### src/rtl/mmio_io_ctrl_if.sv
// Core-side MMIO bus plus UART ready/valid handshakes for the IO controller.
// The slave modport is the controller; master is the core/UART side.
interface mmio_io_ctrl_if #(
  parameter int unsigned AWIDTH = 32,
  parameter int unsigned DWIDTH = 32
);
  logic [AWIDTH-1:0] addr_in;
  logic [DWIDTH-1:0] data_in;
  logic              we_in;
  logic              re_in;
  logic              inst_retire_in;
  logic [DWIDTH-1:0] data_out;
  logic [7:0]        uart_tx_data_out;
  logic              uart_tx_valid_out;
  logic              uart_tx_ready_in;
  logic [7:0]        uart_rx_data_in;
  logic              uart_rx_valid_in;
  logic              uart_rx_ready_out;

  modport slave (
    input  addr_in, data_in, we_in, re_in, inst_retire_in,
           uart_tx_ready_in, uart_rx_data_in, uart_rx_valid_in,
    output data_out, uart_tx_data_out, uart_tx_valid_out, uart_rx_ready_out
  );

  modport master (
    output addr_in, data_in, we_in, re_in, inst_retire_in,
           uart_tx_ready_in, uart_rx_data_in, uart_rx_valid_in,
    input  data_out, uart_tx_data_out, uart_tx_valid_out, uart_rx_ready_out
  );
endinterface

### src/rtl/mmio_io_ctrl.sv
// MMIO IO controller: UART TX holding register, RX byte FIFO, cycle and
// instruction counters, with 1-cycle registered read data like DMEM.
module mmio_io_ctrl #(
  parameter int unsigned AWIDTH   = 32,
  parameter int unsigned DWIDTH   = 32,
  parameter int unsigned RX_DEPTH = 4
) (
  input logic           clk,
  input logic           rst,
  mmio_io_ctrl_if.slave bus
);
  localparam int unsigned PTR_W = $clog2(RX_DEPTH);
  localparam int unsigned CNT_W = PTR_W + 1;

  localparam logic [31:0] ADDR_STATUS = 32'h8000_0000;
  localparam logic [31:0] ADDR_RXDATA = 32'h8000_0004;
  localparam logic [31:0] ADDR_TXDATA = 32'h8000_0008;
  localparam logic [31:0] ADDR_CYCLE  = 32'h8000_0010;
  localparam logic [31:0] ADDR_INSTR  = 32'h8000_0014;
  localparam logic [31:0] ADDR_CNTCLR = 32'h8000_0018;

  logic [DWIDTH-1:0] data_q, data_d;
  logic              tx_full_q, tx_full_d;
  logic [7:0]        tx_data_q, tx_data_d;
  logic [7:0]        mem_q [RX_DEPTH];
  logic [7:0]        mem_d [RX_DEPTH];
  logic [PTR_W-1:0]  wr_ptr_q, wr_ptr_d;
  logic [PTR_W-1:0]  rd_ptr_q, rd_ptr_d;
  logic [CNT_W-1:0]  count_q, count_d;
  logic [DWIDTH-1:0] cyc_cnt_q, cyc_cnt_d;
  logic [DWIDTH-1:0] inst_cnt_q, inst_cnt_d;

  logic [31:0] addr32;
  logic        fifo_full, fifo_empty;
  logic        push, pop, tx_accept, tx_done, cnt_clear;
  logic        unused_data_hi;

  assign unused_data_hi = ^bus.data_in[DWIDTH-1:8];

  // Address decode and handshake qualifiers
  always_comb begin
    addr32     = 32'(bus.addr_in);
    fifo_full  = (count_q == CNT_W'(RX_DEPTH));
    fifo_empty = (count_q == '0);
    push       = bus.uart_rx_valid_in && !fifo_full;
    pop        = bus.re_in && (addr32 == ADDR_RXDATA) && !fifo_empty;
    tx_done    = tx_full_q && bus.uart_tx_ready_in;
    tx_accept  = bus.we_in && (addr32 == ADDR_TXDATA) && !tx_full_q;
    cnt_clear  = bus.we_in && (addr32 == ADDR_CNTCLR);
  end

  // Next-state for read data, TX register, RX FIFO and counters
  always_comb begin
    data_d     = data_q;
    tx_full_d  = tx_full_q;
    tx_data_d  = tx_data_q;
    mem_d      = mem_q;
    wr_ptr_d   = wr_ptr_q;
    rd_ptr_d   = rd_ptr_q;
    count_d    = count_q;
    cyc_cnt_d  = cyc_cnt_q + DWIDTH'(1);
    inst_cnt_d = inst_cnt_q + DWIDTH'(bus.inst_retire_in);

    if (bus.re_in) begin
      case (addr32)
        ADDR_STATUS: data_d = DWIDTH'({!fifo_empty, !tx_full_q});
        ADDR_RXDATA: data_d = fifo_empty ? '0 : DWIDTH'(mem_q[rd_ptr_q]);
        ADDR_CYCLE:  data_d = cyc_cnt_q;
        ADDR_INSTR:  data_d = inst_cnt_q;
        default:     data_d = '0;
      endcase
    end

    // accept is gated by !tx_full_q, so it never overlaps a completing handshake
    if (tx_done) tx_full_d = 1'b0;
    if (tx_accept) begin
      tx_full_d = 1'b1;
      tx_data_d = bus.data_in[7:0];
    end

    if (push) begin
      mem_d[wr_ptr_q] = bus.uart_rx_data_in;
      wr_ptr_d        = wr_ptr_q + PTR_W'(1);
    end
    if (pop) rd_ptr_d = rd_ptr_q + PTR_W'(1);
    case ({push, pop})
      2'b10:   count_d = count_q + CNT_W'(1);
      2'b01:   count_d = count_q - CNT_W'(1);
      default: count_d = count_q;
    endcase

    if (cnt_clear) begin
      cyc_cnt_d  = '0;
      inst_cnt_d = '0;
    end
  end

  always_ff @(posedge clk) begin
    if (rst) begin
      data_q     <= '0;
      tx_full_q  <= 1'b0;
      tx_data_q  <= '0;
      mem_q      <= '{default: '0};
      wr_ptr_q   <= '0;
      rd_ptr_q   <= '0;
      count_q    <= '0;
      cyc_cnt_q  <= '0;
      inst_cnt_q <= '0;
    end else begin
      data_q     <= data_d;
      tx_full_q  <= tx_full_d;
      tx_data_q  <= tx_data_d;
      mem_q      <= mem_d;
      wr_ptr_q   <= wr_ptr_d;
      rd_ptr_q   <= rd_ptr_d;
      count_q    <= count_d;
      cyc_cnt_q  <= cyc_cnt_d;
      inst_cnt_q <= inst_cnt_d;
    end
  end

  assign bus.data_out          = data_q;
  assign bus.uart_tx_data_out  = tx_data_q;
  assign bus.uart_tx_valid_out = tx_full_q;
  assign bus.uart_rx_ready_out = !fifo_full;
endmodule

### src/flat_wrapper.sv
// flat-port wrapper written by rule: the top's interface ports become plain ports
module mmio_io_ctrl_flat 
#(
  parameter int unsigned AWIDTH   = 32,
  parameter int unsigned DWIDTH   = 32,
  parameter int unsigned RX_DEPTH = 4
)
  (clk, rst, bus_addr_in, bus_data_in, bus_we_in, bus_re_in, bus_inst_retire_in, bus_uart_tx_ready_in, bus_uart_rx_data_in, bus_uart_rx_valid_in, bus_data_out, bus_uart_tx_data_out, bus_uart_tx_valid_out, bus_uart_rx_ready_out);
  mmio_io_ctrl_if #(.AWIDTH(AWIDTH), .DWIDTH(DWIDTH)) bus_i ();
  input logic clk;
  input logic rst;
  input wire logic [$bits(bus_i.addr_in)-1:0] bus_addr_in;
  input wire logic [$bits(bus_i.data_in)-1:0] bus_data_in;
  input wire logic [$bits(bus_i.we_in)-1:0] bus_we_in;
  input wire logic [$bits(bus_i.re_in)-1:0] bus_re_in;
  input wire logic [$bits(bus_i.inst_retire_in)-1:0] bus_inst_retire_in;
  input wire logic [$bits(bus_i.uart_tx_ready_in)-1:0] bus_uart_tx_ready_in;
  input wire logic [$bits(bus_i.uart_rx_data_in)-1:0] bus_uart_rx_data_in;
  input wire logic [$bits(bus_i.uart_rx_valid_in)-1:0] bus_uart_rx_valid_in;
  output wire logic [$bits(bus_i.data_out)-1:0] bus_data_out;
  output wire logic [$bits(bus_i.uart_tx_data_out)-1:0] bus_uart_tx_data_out;
  output wire logic [$bits(bus_i.uart_tx_valid_out)-1:0] bus_uart_tx_valid_out;
  output wire logic [$bits(bus_i.uart_rx_ready_out)-1:0] bus_uart_rx_ready_out;
  assign bus_i.addr_in = bus_addr_in;
  assign bus_i.data_in = bus_data_in;
  assign bus_i.we_in = bus_we_in;
  assign bus_i.re_in = bus_re_in;
  assign bus_i.inst_retire_in = bus_inst_retire_in;
  assign bus_i.uart_tx_ready_in = bus_uart_tx_ready_in;
  assign bus_i.uart_rx_data_in = bus_uart_rx_data_in;
  assign bus_i.uart_rx_valid_in = bus_uart_rx_valid_in;
  assign bus_data_out = bus_i.data_out;
  assign bus_uart_tx_data_out = bus_i.uart_tx_data_out;
  assign bus_uart_tx_valid_out = bus_i.uart_tx_valid_out;
  assign bus_uart_rx_ready_out = bus_i.uart_rx_ready_out;
  mmio_io_ctrl #(.AWIDTH(AWIDTH), .DWIDTH(DWIDTH), .RX_DEPTH(RX_DEPTH)) u_core (.clk(clk), .rst(rst), .bus(bus_i));
endmodule
### config.mk
export PLATFORM = sky130hd
export DESIGN_NAME = mmio_io_ctrl_flat
export DESIGN_NICKNAME = d
export VERILOG_FILES = /design/src/rtl/mmio_io_ctrl_if.sv /design/src/rtl/mmio_io_ctrl.sv /design/src/flat_wrapper.sv
export SDC_FILE = /design/constraint.sdc
export NUM_CORES = 1
export LEC_CHECK = 0
export ABC_AREA = 0
export ABC_CLOCK_PERIOD_IN_PS = 4200
export BUFFER_PORTS_ARGS = -buffer_cell sky130_fd_sc_hd__clkbuf_2
export CAP_MARGIN = 15
export CORE_MARGIN = 8
export CORE_UTILIZATION = 55
export DETAILED_ROUTE_END_ITERATION = 8
export PLACE_DENSITY = 0.79
export SLEW_MARGIN = 20
export SYNTH_ARGS = -nofsm -noshare
export SYNTH_HDL_FRONTEND = slang
export SYNTH_SLANG_ARGS = --single-unit
### constraint.sdc
create_clock -name clk -period 4.2 [get_ports clk]
set_input_delay 0.21 -clock clk [delete_from_list [all_inputs] [get_ports clk]]
set_output_delay 0.21 -clock clk [all_outputs]
set_load 0.02 [all_outputs]
Yosys cells after proc, flatten, opt, wreduce, memory -nomap -nowiden --
Index checks and enable logic that the tools add are counted.
Operators by class: $add $sub $neg 6, $lt $le $gt $ge 3, eq/ne operators 9, multiplexer cells 11, bitwise logic cells 2, reduce and logical (&&, ||, !) cells 15
Operators with widths (count):
- == test 32 bit, second input constant | 6
- case mux 32 bit (4 select lines) | 1
- adder 32 x 1 -> 32 bit | 1
- adder 32 x 1 -> 32 bit, second input constant | 1
- bitwise mux 32 bit | 1
- 2-to-1 mux 8 bit | 4
- binary-select mux 8 bit (select 2 bit) | 1
- demux 8 bit (select 2 bit) | 1
- logical AND 1 bit | 8
- >= comparator 3 bit, second input constant | 2
- NOT 2 -> 3 bit | 2
- case mux 3 bit (2 select lines) | 1
- adder 2 x 1 -> 2 bit, second input constant | 2
- nonzero test 2 bit | 2
- adder 3 x 1 -> 3 bit, second input constant | 1
- == test 3 bit, second input constant | 1
- logical NOT 1 bit | 3
- logical NOT 3 bit | 1
- < comparator 3 x 1 -> 1 bit, second input constant | 1
- subtractor 3 x 1 -> 3 bit, second input constant | 1
- == test 2 x 1 -> 1 bit, second input constant | 1
- == test 2 bit, second input constant | 1
- 2-to-1 mux 1 bit | 2
- OR reduction 2 bit | 1
Storage, ports and cells: bits in registers 144, input bits 79, output and inout port bits 42, logic and storage cells 58

Logic depth before layout (Yosys ltp) --
word-level depth 6, gate-level depth with buffers 10

Worst setup path before layout --
No wires, ideal clock.
path kind input-to-reg, start in bus_addr_in[7], end reg u_core.count_q[2], library setup time 0.070 ns, data arrival time 2.205 ns, path slack 1.925 ns, stages 9, buffers on the path 0, path through nor4b_1 -> nand4_1 -> nor4b_2 -> ha_1 -> inv_1 -> fa_1 -> xor2_1 -> or3_1 -> a21oi_1
On the way: cells in the longest elaborated chain, start to end 5, elaborated cells on any way between the ends 7
RTL lines:
- start, declared | RTL line flat_wrapper.sv:12 | input wire logic [$bits(bus_i.addr_in)-1:0] bus_addr_in;
- == test 32 bit * | RTL line mmio_io_ctrl.sv:46 | pop = bus.re_in && (addr32 == ADDR_RXDATA) && !fifo_empty;
- logical AND 1 bit * (2 in series) | RTL line mmio_io_ctrl.sv:46
- net u_core.pop | RTL line mmio_io_ctrl.sv:35 | logic push, pop, tx_accept, tx_done, cnt_clear;
- == test 2 x 1 -> 1 bit / == test 2 bit (equally long branches) | RTL line mmio_io_ctrl.sv:86 | case ({push, pop})
- case mux 3 bit (2 select lines) / nonzero test 2 bit (equally long branches)
- end signal, assigned | RTL line mmio_io_ctrl.sv:116 | count_q <= count_d;
- end, declared | RTL line mmio_io_ctrl.sv:29 | logic [CNT_W-1:0] count_q, count_d;
Mark *: on every way through the listed nets, which the timed path passes. The rest lies on a longest branch. A chain may end at the register's enable or synchronous reset.

Final worst setup path --
start reg u_core.count_q[2], end reg u_core.count_q[2]
On the way: cells in the longest elaborated chain, start to end 5, elaborated cells on any way between the ends 12
RTL lines:
- logical NOT 3 bit * | RTL line mmio_io_ctrl.sv:44 | fifo_empty = (count_q == '0);
- logical NOT 1 bit * | RTL line mmio_io_ctrl.sv:46
- logical AND 1 bit * | RTL line mmio_io_ctrl.sv:46
- net u_core.pop | RTL line mmio_io_ctrl.sv:35
- == test 2 x 1 -> 1 bit / == test 2 bit (equally long branches) | RTL line mmio_io_ctrl.sv:86
- case mux 3 bit (2 select lines) / nonzero test 2 bit (equally long branches)
Marks and branches as above.

==> results_dict.tcl <==
set metrics [dict create \
    slew-limit-headroom 0.276 \
    min_path_type "input pin to flip-flop" \
    min_to "u_core.bus.uart_tx_data_out[2]" \
    dr.max_layer_used "met4" \
    ys_top_cells_by_count "dfxtp_1 (144), nor2_1 (95), nand2_1 (80)" \
    cellPowerDensity_nw_per_um2 404 \
    grt_overflow 0 \
    first_pass_iters 5 \
    synth-edff-count 0 \
    p_switching_mw 0.686 \
    finalHoldViolations 0 \
    syn-num-nets 819 \
    finalSetupViolations 0 \
    postRouteAntennaNets 0 \
    row_count 39 \
    r2r-end "u_core.count_q[2]" \
    rsz0062_at_grt "false" \
    clkSinkCount 144 \
    hp-start "bus_data_in[2]" \
    cts_made_buffers 17 \
    synth_area_leader_cell "dfxtp_1" \
    p_int_mw 2.37 \
    worst_slack_ps 1480 \
    synthCells 731 \
    yosys_register_bits 144 \
    io_buffers 96 \
    yosysMostFrequentCell "dfxtp_1" \
    die_y_microns 124 \
    ys.flop_type "dfxtp_1" \
    synthTopCellsByArea "dfxtp_1 (45%), xor2_1 (5.8%), nor2_1 (5.5%)" \
    cts_tree "yes" \
    routed-via-count 5600 \
    crit_chain "or3_1, nand3b_1, nor4b_2, ha_1, inv_1, fa_1, xor2_1, or3_1, a21oi_1" \
    cts_hold_buf 0 \
    clk_latency_ps 420 \
    wl_met1_mm 6.60 \
    finalCritPeriodShare 0.648 \
    path_class "flip-flop to flip-flop" \
    end_kind "flip-flop" \
    p_comb_frac 0.056 \
    fp.dieW_microns 124 \
    antenna_found_initial 0 \
    grt_max_degree 65 \
    core_sq_um 11400 \
    switching_share 0.225 \
    crit_arrival_ps 3050 \
    h-tree-depth 4 \
    synth_area_sq_um 6440 \
    critical_path.max_stage_delay_ps 510 \
    synth_top_area_share 0.448 \
    drt-initial-drc-count 490 \
    clock-root-buffer "clkbuf_16" \
    avgViaCountPerCell 5.79 \
    fin_skew_ps 9.25 \
    pin_count 121 \
    finalSetupTns_ps 0 \
    power_frac_seq 0.460 \
    n_antenna_cell 0 \
    syn_avg_cell_area_sq_um 8.81 \
    drv_cap 0 \
    grt_pass1_wl_mm 26.0 \
    start_util 0.564 \
    grt_pass1_vias 5483 \
    clkTransAtPathRegs_ps 60 \
    cp_slowest_cell "nor4b_2" \
    critical_path.most_common_cell "or3_1" \
    cts_resized 0 \
    met3_wirelength_microns 881 \
    die_area_sq_um 15400 \
    critPathMaxFanout 5 \
    gp_congestion 0.843 \
    rrSetupSlack_ps 1480 \
    cts_setup_buffers 0 \
    yosysWarnings 0 \
    synthDistinctLibCells 44 \
    nNetsFinal 900 \
    clk_path_buf_depth 2 \
    drcViolationCount 0 \
    rr_startpoint "u_core.count_q[2]" \
    status "completed" \
    syn2layout_area_growth_pct 17.5 \
    period_needed_ps 2720 \
    leakage_nw 2.87 \
    cp.required_ps 4530 \
    dp_slack_ps 1400 \
    r2r_cells 9 \
    dp_hpwl_mm 11.1 \
    wire_per_inst_microns 16.5 \
    min_path_cells 3 \
    max_freq_mhz 368 \
    worstSetupStartpointType "flip-flop" \
    p_clk_frac 0.484 \
    peakVddDrop_mv 0.276 \
    wl_met2_mm 8.00 \
    drt_wl_total_mm 15.9 \
    worst_pin_slew_ps 1090 \
    grt_use_total 0.201 \
    drive_gt1_frac 0.192 \
    async_flop_share 0 \
    slew_viol_final 0 \
    yosysSeqAreaShare 0.448 \
]
-- how the worst max path moves through the flow --
stage / startpoint / end / slack (ps) / cells past startpoint
finish: u_core.count_q[2] / u_core.count_q[2] / 1480 / 9
global route: u_core.count_q[2] / u_core.count_q[2] / 1380 / 9
CTS: u_core.count_q[2] / u_core.count_q[2] / 1510 / 9
detailed placement: bus_addr_in[7] / u_core.count_q[2] / 1400 / 10
global placement: bus_addr_in[7] / u_core.count_q[2] / 1470 / 10
floorplan: bus_addr_in[7] / u_core.count_q[2] / 1920 / 9
-- placed cells by master (no fill, tap or decap), drive strengths merged, types with 5 or more instances in the layout --
cell type,instances
dfxtp,144
clkbuf,119
nor2,97
nand2,80
nand3,68
xor2,43
a21oi,38
mux2i,33
o21ai,32
nand4,29
xnor2,21
inv,18
nor4,13
nor3,12
mux4,8
ha,8
mux2,7
and3,7
a32oi,6
and4,5
clkinvlp,5
buf,5
-- critical path, delay by kind of cell (launching register included) --
kind | cells | cell delay [ps]
flops | 1 | 400
xor+xnor | 1 | 170
fa+ha+maj | 2 | 660
buf+inv | 1 | 70
compound gates | 1 | 150
simple gates | 4 | 1180
-- cells by family (layout without fill, tap and decap cells) --
kind of cell,after synthesis,after routing,synth area share
and+or+nand+nor,328,328,0.248
muxes,48,48,0.0915
adders and majority gates,9,9,0.0187
xor gates and xnor gates,64,64,0.0870
buffers and inverters,57,150,0.0381
AOI/OAI and AO/OA,81,81,0.0686
DFF,144,144,0.448
-- cell type report --
cell class	instances	area (sq um)
clock inverters	8	106
flip-flops and latches	144	2880
inverters	18	67.6
multi-input cells	530	3330
clock buffers	23	478
repair buffers	101	518
well taps	143	179
fillers	933	3850
-- registers in the layout, summed over array words and instances (netlist names), 2 cells and up --
signal and count:
u_core.bus.uart_tx_data_out 8, u_core.wr_ptr_q 2, u_core.inst_cnt_q 32, u_core.bus.data_out 32
u_core.cyc_cnt_q 32, u_core.mem_q 32, u_core.count_q 3, u_core.rd_ptr_q 2
-- metal layers --
layer  global-route usage  vias to the layer above
met4               0.0928                        0
met1                0.228                     2683
met2                0.343                      183
met5                    0                        -
li1                     -                     2696
met3               0.0540                       38
-- power groups by stage --
stage	Clock [mW]	Sequential [mW]	Combinational, mW
after CTS	1.50	1.40	0.170
after detailed placement	0	1.43	0.169
after global routing	1.55	1.41	0.188
after global placement	0	1.43	0.161
final	1.48	1.40	0.172
after floorplan	0	1.43	0.111
-- per-stage QoR --
stage	area, sq um	hold slack (ps)	total power, mW	utilization	std cells
2_1_floorplan	6440	357	1.54	-	731
6_report	7570	23.7	3.06	0.663	967
3_5_place_dp	6970	444	1.60	0.611	936
5_1_grt	7570	25.0	3.15	0.663	967
4_1_cts	7560	8.93	3.07	0.662	967
3_3_place_gp	6970	435	1.59	0.611	936
Note: power is estimated with default switching activity, not from simulation.
